<file path="config.mk">
export PLATFORM = sky130hd
export DESIGN_NAME = mc_control_fsm_flat
export DESIGN_NICKNAME = d
export VERILOG_FILES = /design/src/rtl/mc_control_fsm_if.sv /design/src/rtl/mc_control_fsm.sv /design/src/flat_wrapper.sv
export SDC_FILE = /design/constraint.sdc
export NUM_CORES = 1
export LEC_CHECK = 0
export CAP_MARGIN = 20
export CORE_MARGIN = 4
export CORE_UTILIZATION = 39
export CTS_BUF_LIST = sky130_fd_sc_hd__clkbuf_16
export DETAILED_ROUTE_END_ITERATION = 8
export PLACE_DENSITY = 0.85
export REMOVE_ABC_BUFFERS = 1
export SYNTH_ARGS = -nofsm -noshare
export SYNTH_HDL_FRONTEND = slang
export SYNTH_SLANG_ARGS = --single-unit
</file>
<file path="constraint.sdc">
create_clock -name clk -period 2.9 [get_ports clk]
set_input_delay 0.58 -clock clk [delete_from_list [all_inputs] [get_ports clk]]
set_output_delay 0.58 -clock clk [all_outputs]
set_load 0.03 [all_outputs]
</file>
<file path="src/rtl/mc_control_fsm_if.sv">
// Memory handshake between the multi-cycle controller (master) and the shared
// instruction/data memory (slave).
interface mc_control_fsm_if;
  logic mem_req;
  logic mem_ready;
  logic i_or_d;
  logic mem_read;
  logic mem_write;

  modport master (output mem_req, i_or_d, mem_read, mem_write, input mem_ready);
  modport slave  (input mem_req, i_or_d, mem_read, mem_write, output mem_ready);
endinterface

</file>
<file path="src/rtl/mc_control_fsm.sv">
// Multi-cycle RV32I sequencer: Moore FSM driving memory, ALU-mux and write enables.
// Optional MC_PERF_CNT_EN adds free-running cycle and retired-instruction counters.
//
// state | meaning
// IF    | fetch; wait for mem_ready, then latch IR and advance PC
// ID    | decode; compute branch target, resolve ECALL
// EX    | execute per opcode class
// MEM   | data access for LOAD/STORE; wait for mem_ready
// WB    | register write-back
// HALT  | terminal until reset
module mc_control_fsm #(
  parameter int HALT_CODE = 10,
  parameter int WAIT_MAX  = 255,
  parameter int WDT_W     = 8
) (
  input  logic                    clk,
  input  logic                    reset,
  mc_control_fsm_if.master        mem,
  input  logic [6:0]              opcode,
  input  logic                    bcond,
  input  logic [31:0]             x17_val,
  output logic                    ir_write,
  output logic                    reg_write,
  output logic                    mem_to_reg,
  output logic                    pc_to_reg,
  output logic                    alu_src_a,
  output logic [1:0]              alu_src_b,
  output logic [1:0]              alu_ctl_sel,
  output logic                    pc_write,
  output logic                    pc_write_cond,
  output logic                    pc_source,
  output logic                    is_halted,
  output logic                    mem_error
`ifdef MC_PERF_CNT_EN
  ,
  output logic [31:0]             cycle_cnt,
  output logic [31:0]             retire_cnt
`endif
);

  localparam logic [2:0] S_IF   = 3'd0;
  localparam logic [2:0] S_ID   = 3'd1;
  localparam logic [2:0] S_EX   = 3'd2;
  localparam logic [2:0] S_MEM  = 3'd3;
  localparam logic [2:0] S_WB   = 3'd4;
  localparam logic [2:0] S_HALT = 3'd5;

  localparam logic [6:0] OP_R      = 7'b0110011;
  localparam logic [6:0] OP_I      = 7'b0010011;
  localparam logic [6:0] OP_LOAD   = 7'b0000011;
  localparam logic [6:0] OP_STORE  = 7'b0100011;
  localparam logic [6:0] OP_BRANCH = 7'b1100011;
  localparam logic [6:0] OP_JAL    = 7'b1101111;
  localparam logic [6:0] OP_JALR   = 7'b1100111;
  localparam logic [6:0] OP_ECALL  = 7'b1110011;

  logic [2:0]       state;
  logic [2:0]       state_nxt;
  logic [WDT_W-1:0] wdt_cnt;
  logic             waiting;
  logic             wdt_fire;
  logic             unused_bcond;

  // bcond is qualified in the datapath; the controller only raises pc_write_cond.
  assign unused_bcond = bcond;

  always_comb begin
    mem.mem_req   = 1'b0;
    mem.i_or_d    = 1'b0;
    mem.mem_read  = 1'b0;
    mem.mem_write = 1'b0;
    ir_write      = 1'b0;
    reg_write     = 1'b0;
    mem_to_reg    = 1'b0;
    pc_to_reg     = 1'b0;
    alu_src_a     = 1'b0;
    alu_src_b     = 2'd0;
    alu_ctl_sel   = 2'd0;
    pc_write      = 1'b0;
    pc_write_cond = 1'b0;
    pc_source     = 1'b0;
    state_nxt     = state;
    case (state)
      S_IF: begin
        mem.mem_req  = 1'b1;
        mem.mem_read = 1'b1;
        alu_src_b    = 2'd1;
        if (mem.mem_ready) begin
          ir_write  = 1'b1;
          pc_write  = 1'b1;
          state_nxt = S_ID;
        end
      end
      S_ID: begin
        alu_src_b = 2'd2;
        case (opcode)
          OP_ECALL: state_nxt = (x17_val == 32'(HALT_CODE)) ? S_HALT : S_IF;
          OP_R, OP_I, OP_LOAD, OP_STORE, OP_BRANCH, OP_JAL, OP_JALR: state_nxt = S_EX;
          default:  state_nxt = S_IF;
        endcase
      end
      S_EX: begin
        state_nxt = S_WB;
        case (opcode)
          OP_R: begin
            alu_src_a   = 1'b1;
            alu_ctl_sel = 2'd1;
          end
          OP_I: begin
            alu_src_a   = 1'b1;
            alu_src_b   = 2'd2;
            alu_ctl_sel = 2'd1;
          end
          OP_LOAD, OP_STORE: begin
            alu_src_a = 1'b1;
            alu_src_b = 2'd2;
            state_nxt = S_MEM;
          end
          OP_BRANCH: begin
            alu_src_a     = 1'b1;
            alu_ctl_sel   = 2'd2;
            pc_write_cond = 1'b1;
            pc_source     = 1'b1;
            state_nxt     = S_IF;
          end
          OP_JAL:  alu_src_b = 2'd2;
          OP_JALR: begin
            alu_src_a = 1'b1;
            alu_src_b = 2'd2;
          end
          default: state_nxt = S_IF;
        endcase
      end
      S_MEM: begin
        mem.mem_req   = 1'b1;
        mem.i_or_d    = 1'b1;
        mem.mem_read  = (opcode == OP_LOAD);
        mem.mem_write = (opcode == OP_STORE);
        if (mem.mem_ready) state_nxt = (opcode == OP_LOAD) ? S_WB : S_IF;
      end
      S_WB: begin
        reg_write  = 1'b1;
        mem_to_reg = (opcode == OP_LOAD);
        if ((opcode == OP_JAL) || (opcode == OP_JALR)) begin
          pc_to_reg = 1'b1;
          pc_write  = 1'b1;
          pc_source = 1'b1;
        end
        state_nxt = S_IF;
      end
      S_HALT:  state_nxt = S_HALT;
      default: state_nxt = S_IF;
    endcase

    waiting  = ((state == S_IF) || (state == S_MEM)) && !mem.mem_ready;
    wdt_fire = (WAIT_MAX != 0) && waiting && (wdt_cnt == WDT_W'(WAIT_MAX - 1));
    if (wdt_fire) state_nxt = S_HALT;
  end

  always_ff @(posedge clk) begin
    if (reset) begin
      state     <= S_IF;
      wdt_cnt   <= '0;
      is_halted <= 1'b0;
      mem_error <= 1'b0;
    end else begin
      state <= state_nxt;
      // Saturating wait counter; any completed access or state change restarts it.
      if (waiting) wdt_cnt <= (wdt_cnt == '1) ? wdt_cnt : wdt_cnt + 1'b1;
      else         wdt_cnt <= '0;
      if (state_nxt == S_HALT) is_halted <= 1'b1;
      if (wdt_fire)            mem_error <= 1'b1;
    end
  end

`ifdef MC_PERF_CNT_EN
  always_ff @(posedge clk) begin
    if (reset) begin
      cycle_cnt  <= '0;
      retire_cnt <= '0;
    end else if (state != S_HALT) begin
      cycle_cnt <= cycle_cnt + 32'd1;
      if ((state_nxt == S_IF) && (state != S_IF)) retire_cnt <= retire_cnt + 32'd1;
    end
  end
`endif

endmodule
</file>
<file path="src/flat_wrapper.sv">
// flat-port wrapper written by rule: the top's interface ports become plain ports
module mc_control_fsm_flat 
#(
  parameter int HALT_CODE = 10,
  parameter int WAIT_MAX  = 255,
  parameter int WDT_W     = 8
)
  (clk, reset, opcode, bcond, x17_val, ir_write, reg_write, mem_to_reg, pc_to_reg, alu_src_a, alu_src_b, alu_ctl_sel, pc_write, pc_write_cond, pc_source, is_halted, mem_error, mem_mem_req, mem_i_or_d, mem_mem_read, mem_mem_write, mem_mem_ready);
  mc_control_fsm_if mem_i ();
  input  logic clk;
  input  logic reset;
  input  logic [6:0] opcode;
  input  logic bcond;
  input  logic [31:0] x17_val;
  output logic ir_write;
  output logic reg_write;
  output logic mem_to_reg;
  output logic pc_to_reg;
  output logic alu_src_a;
  output logic [1:0] alu_src_b;
  output logic [1:0] alu_ctl_sel;
  output logic pc_write;
  output logic pc_write_cond;
  output logic pc_source;
  output logic is_halted;
  output logic mem_error;
  output wire logic [$bits(mem_i.mem_req)-1:0] mem_mem_req;
  output wire logic [$bits(mem_i.i_or_d)-1:0] mem_i_or_d;
  output wire logic [$bits(mem_i.mem_read)-1:0] mem_mem_read;
  output wire logic [$bits(mem_i.mem_write)-1:0] mem_mem_write;
  input wire logic [$bits(mem_i.mem_ready)-1:0] mem_mem_ready;
  assign mem_mem_req = mem_i.mem_req;
  assign mem_i_or_d = mem_i.i_or_d;
  assign mem_mem_read = mem_i.mem_read;
  assign mem_mem_write = mem_i.mem_write;
  assign mem_i.mem_ready = mem_mem_ready;
  mc_control_fsm #(.HALT_CODE(HALT_CODE), .WAIT_MAX(WAIT_MAX), .WDT_W(WDT_W)) u_core (.clk(clk), .reset(reset), .mem(mem_i), .opcode(opcode), .bcond(bcond), .x17_val(x17_val), .ir_write(ir_write), .reg_write(reg_write), .mem_to_reg(mem_to_reg), .pc_to_reg(pc_to_reg), .alu_src_a(alu_src_a), .alu_src_b(alu_src_b), .alu_ctl_sel(alu_ctl_sel), .pc_write(pc_write), .pc_write_cond(pc_write_cond), .pc_source(pc_source), .is_halted(is_halted), .mem_error(mem_error));
endmodule
</file>
# Word level (Yosys, flattened, before mapping)
# Index checks and enable logic that the tools add are counted.
# Widths: inputs -> output; s select.
# word_totals
regBits	13
latchBits	0
mem_bits_rw	0
rom_bits	0
out_inout_bits	18
wordCells	65
memories	0
# op_classes
n_addsub	1
mul	0
n_div	0
n_lt_le_gt_ge	0
n_eq_ne	17
shift	0
n_mux	28
bitwise_logic	1
n_reduce_logical	14
# ops
operator	count
$eq 32x4->1 const B	1
$eq 7x7->1 const B	4
$eq 8x8->1 const B	2
$mux 3	5
$pmux 3 s5	1
$eq 7x6->1 const B	2
$mux 1	13
$pmux 3 s2	2
$eq 3x3->1 const B	3
$add 8x1->8 const B	1
$reduce_or 2->1	4
$eq 7x2->1 const B	1
$eq 7x5->1 const B	1
$reduce_or 7->1	1
$eq 3x2->1 const B	2
$pmux 1 s2	3
$pmux 2 s3	1
$reduce_or 6->1	1
$reduce_or 5->1	1
$mux 2	2
$pmux 2 s2	1
$reduce_or 4->1	1
$eq 3x1->1 const B	1
$logic_not 3->1	1
other kinds (4)	6

# Logic depth before layout (Yosys ltp)
# logic_depth
ltp_word	6
mapped_depth	6
depth_no_buf	6

# Least setup slack after synthesis
# Ideal clock, no wire load.
# synth_timing
path_kind	flip-flop to output port
from	register u_core.state[2]
to	output port pc_source
arrival_ps	2033
t_required_ps	2320
setup_slack_ps	287
stages_incl_launch_ff	6
path_buffers	1
path_cell_list	dfxtp_1 -> buf_4 -> nor3b_1 -> nand3_1 -> inv_1 -> or2_1
# synth_between
elab_chain_len	2
word_cells_on_any_way	3
# synth_rtl
element	line	text
start: declaration	mc_control_fsm.sv:57	logic [2:0] state;
start signal: assignment	mc_control_fsm.sv:167	state <= state_nxt;
$eq 3x3->1 or $eq 3x2->1 (tied branches)	mc_control_fsm.sv:83	case (state)
$pmux 1 s2 *	mc_control_fsm.sv:83	
end: declaration	flat_wrapper.sv:24	output logic pc_source;
# Mark *: on every way between the ends. The rest lies on a longest branch, timed or not.

# Worst setup path after layout
# layout_timing
from	input port opcode[2]
to	output port mem_to_reg
# layout_between
elab_chain_len	2
# layout_rtl
element	line	text
start: declaration	flat_wrapper.sv:12	input logic [6:0] opcode;
$eq 7x2->1	mc_control_fsm.sv:143	mem_to_reg = (opcode == OP_LOAD);
$mux 1	mc_control_fsm.sv:83	
end: declaration	flat_wrapper.sv:17	output logic mem_to_reg;
# Every way passes these cells.

==> results.ini <==
[synthesis]
synth_top_family_by_area = simple AND/OR/NAND/NOR gates
ys_ff_latch = 13
synth_warnings = 0
synth_area_leader_cell = dfxtp_1
synth_edf_count = 0
synth.top_cells.by_area = dfxtp_1, nor2_1, a21oi_1
synthMuxAreaShare_pct = 1.04
synth_area_um2 = 962
synthFlopType = dfxtp_1
syn_area_per_cell_um2 = 7.76
synth-compound-area-share_pct = 19.6
synth_fa_ha_area_share_pct = 2.60
ys_types = 44
synth-seq-area-share_pct = 27.0
synth_simple_gate_area_share_pct = 42.4
syn_inst = 124
netlist.area_leader.share_pct = 27.0
synth_async_sr_flop_share_pct = 0
synth_xor_area_share_pct = 2.73

[place]
dp_cells = 214
gp_routability_congestion = 0.836
port_buffers = 59
dp.final_hpwl_um = 2660

[sta]
finalCritPeriodShare_pct = 95.5
post-route-min-period_ns = 2.77
whs_ns = 0.460
report.final.hold_viol_count = 0
worstMarginPinSlew_ns = 0.377
fmax_mhz = 361
relSlewSlack_pct = 74.3
fin_skew_ns = 0.00181
report.final.slew_viol_count = 0
setup_viol = 0
setup_tns_ns = 0
rsz0062_at_grt = false

[job]
maxCapViolCount = 0

[critical_path]
cp_num_buf_inv = 2
critPathKind = input port to output port
required_ns = 2.32
start_kind = input port
cp.arrival_ns = 2.19
cp_slowest_cell = or4_4
endpoint_kind = output port
cp_top_family = simple AND/OR/NAND/NOR gates
path_max_fanout = 5
crit_path_cell_trace = clkdlybuf4s50_1 -> or4_4 -> nor3_2 -> and2_1 -> buf_4
cp_slowest_stage_delay_ns = 0.58

[clock_network]
cts_root_buf = clkbuf_16
htreeDepth = 1
clk_latency_ns = 0.24
cts_buffer_depth = 2
cts.sinks = 13
cts_buffers = 3
cts_setup_buffers = 0
cts_hold_buffers = 0
cts_tree = built
clk_pin_slew_ns = 0.04
cts_resized = 0

[drt]
drtIter0Drc = 76
remaining_drc_errors = 0
antenna_left = 0
vias_per_cell = 5.56
first_pass_iters = 4
drt-wirelength-per-cell_um = 14.5
vias = 1211
routed_wl_um = 3160

[global_route]
grt_start_max_net_pins = 11
overflow = 0
grt_use_met3_pct = 5.79
use_met2_pct = 33.5
gr-usage-met1_pct = 21.5
grt_pass1_vias = 1233
grt_pass1_wl_um = 5130
busiest_layer = met2
antenna_found_initial = 0
grt_usage_pct = 19.5

[final_layout]
fillers = 178
multiInputGateArea_um2 = 658
ff_latch_area_um2 = 260
syn2layout_area_growth_pct = 72.8
fin_util_pct = 73.1
final_net_count = 236
final_cells = 218
antenna_cells = 0
drive_above_1_share_pct = 16.8

[die]
fp.dieW_um = 57.7
floorplan.die_area_um2 = 3330
pin_count = 61
fp.dieH_um = 57.7
fp.coreArea_um2 = 2280
initial_core_util_pct = 42.3
rows = 17

[worst_hold_path]
hold_class = flop to flop

[power_and_ir_drop]
peakVddDrop_mv = 0.387
leakage_nw = 0.655
finalPower_uw = 557
power_density_nw_per_um2 = 335

[outcome]
status = finished, final reports clean

layout by cell type (no fill, tap or decap), types with 3 or more instances in the layout:
cell type | netlist | layout
and3_1 | 5 | 5
nand2_1 | 10 | 10
nor3_2 | 3 | 3
clkdlybuf4s50_1 | 0 | 48
nor2b_1 | 4 | 4
a21oi_2 | 3 | 3
buf_4 | 1 | 18
inv_1 | 4 | 5
dfxtp_1 | 13 | 13
a21oi_1 | 9 | 9
nand3_1 | 3 | 3
nor2_1 | 14 | 14
nor4_1 | 7 | 7
clkbuf_16 | 0 | 3
nor3_1 | 6 | 6
kinds of logic after synthesis:
kind of cell / count (synthesis)
adder cells (fa/ha/maj): 2
flip-flops: 13
AND/OR/NAND/NOR: 71
XOR/XNOR: 3
AO/OA/AOI/OAI: 26
multiplexers: 1
buffers and inverters: 8
cell type report:
class	instances	share of cell area [%]
clock buffer	3	4.51
clock inverter	1	0.226
inverter	4	0.903
multi-input combinational	103	39.6
sequential	13	15.7
tap	28	2.11
timing repair buffer	66	37.0
stage by stage:
step / instance area (um^2) / worst slack, ns
3_5_place_dp: 1580 / 0.138
6_report: 1660 / 0.130
5_1_grt: 1660 / 0.0372
3_3_place_gp: 1580 / 0.185
2_1_floorplan: 933 / 0.265
4_1_cts: 1660 / 0.134
power breakdown:
group	internal (mW)	switching, mW
sequential	0.182	0.00397
clock	0.181	0.0725
combinational	0.0728	0.0447
total	0.436	0.121
worst reg2reg max path, stage by stage, from the launching register on:
cell and delay, ns:
dfxtp_1 0.50, nor2b_1 0.28, nor3_2 0.10, a32o_1 0.26, a21oi_2 0.18, a21oi_1 0.09
final timing paths:
path                                  from                            end  slack (ns)  cells after the start
max reg2reg     u_core.state[1]$_SDFF_PP0_  u_core.is_halted$_SDFFE_PP0N_        1.36                      5
max                              opcode[2]                     mem_to_reg        0.13                      5
min          u_core.is_halted$_SDFFE_PP0N_  u_core.is_halted$_SDFFE_PP0N_        0.46                      2
min reg2reg  u_core.is_halted$_SDFFE_PP0N_  u_core.is_halted$_SDFFE_PP0N_        0.46                      2
cell usage after synthesis, types with 2 or more instances:
| master | n |
|---|---|
| nor2_1 | 14 |
| dfxtp_1 | 13 |
| nand2_1 | 10 |
| a21oi_1 | 9 |
| nor4_1 | 7 |
| nor3_1 | 6 |
| and3_1 | 5 |
| inv_1 | 4 |
| nor2b_1 | 4 |
| a21oi_2 | 3 |
| nand3_1 | 3 |
| nor3_2 | 3 |
| a211oi_1 | 2 |
| a21o_1 | 2 |
| and2_1 | 2 |
| buf_2 | 2 |
| ha_1 | 2 |
| nand2b_1 | 2 |
| nand4_1 | 2 |
| nor3b_1 | 2 |
| o21ai_0 | 2 |
| or2_2 | 2 |
| xnor2_1 | 2 |
per-layer routing:
metal | share of wire, % | wire length (um)
met1 | 39 | 1220
met2 | 48 | 1530
met3 | 11 | 347
met4 | 1.8 | 57
met5 | 0 | 0
state kept, by name (all words and copies together), names as in the netlist:
| signal | flops |
|---|---|
| u_core.state | 3 |
| u_core.wdt_cnt | 8 |
| u_core.is_halted | 1 |
| u_core.mem_error | 1 |
Note: power is estimated with default switching activity, not from simulation.
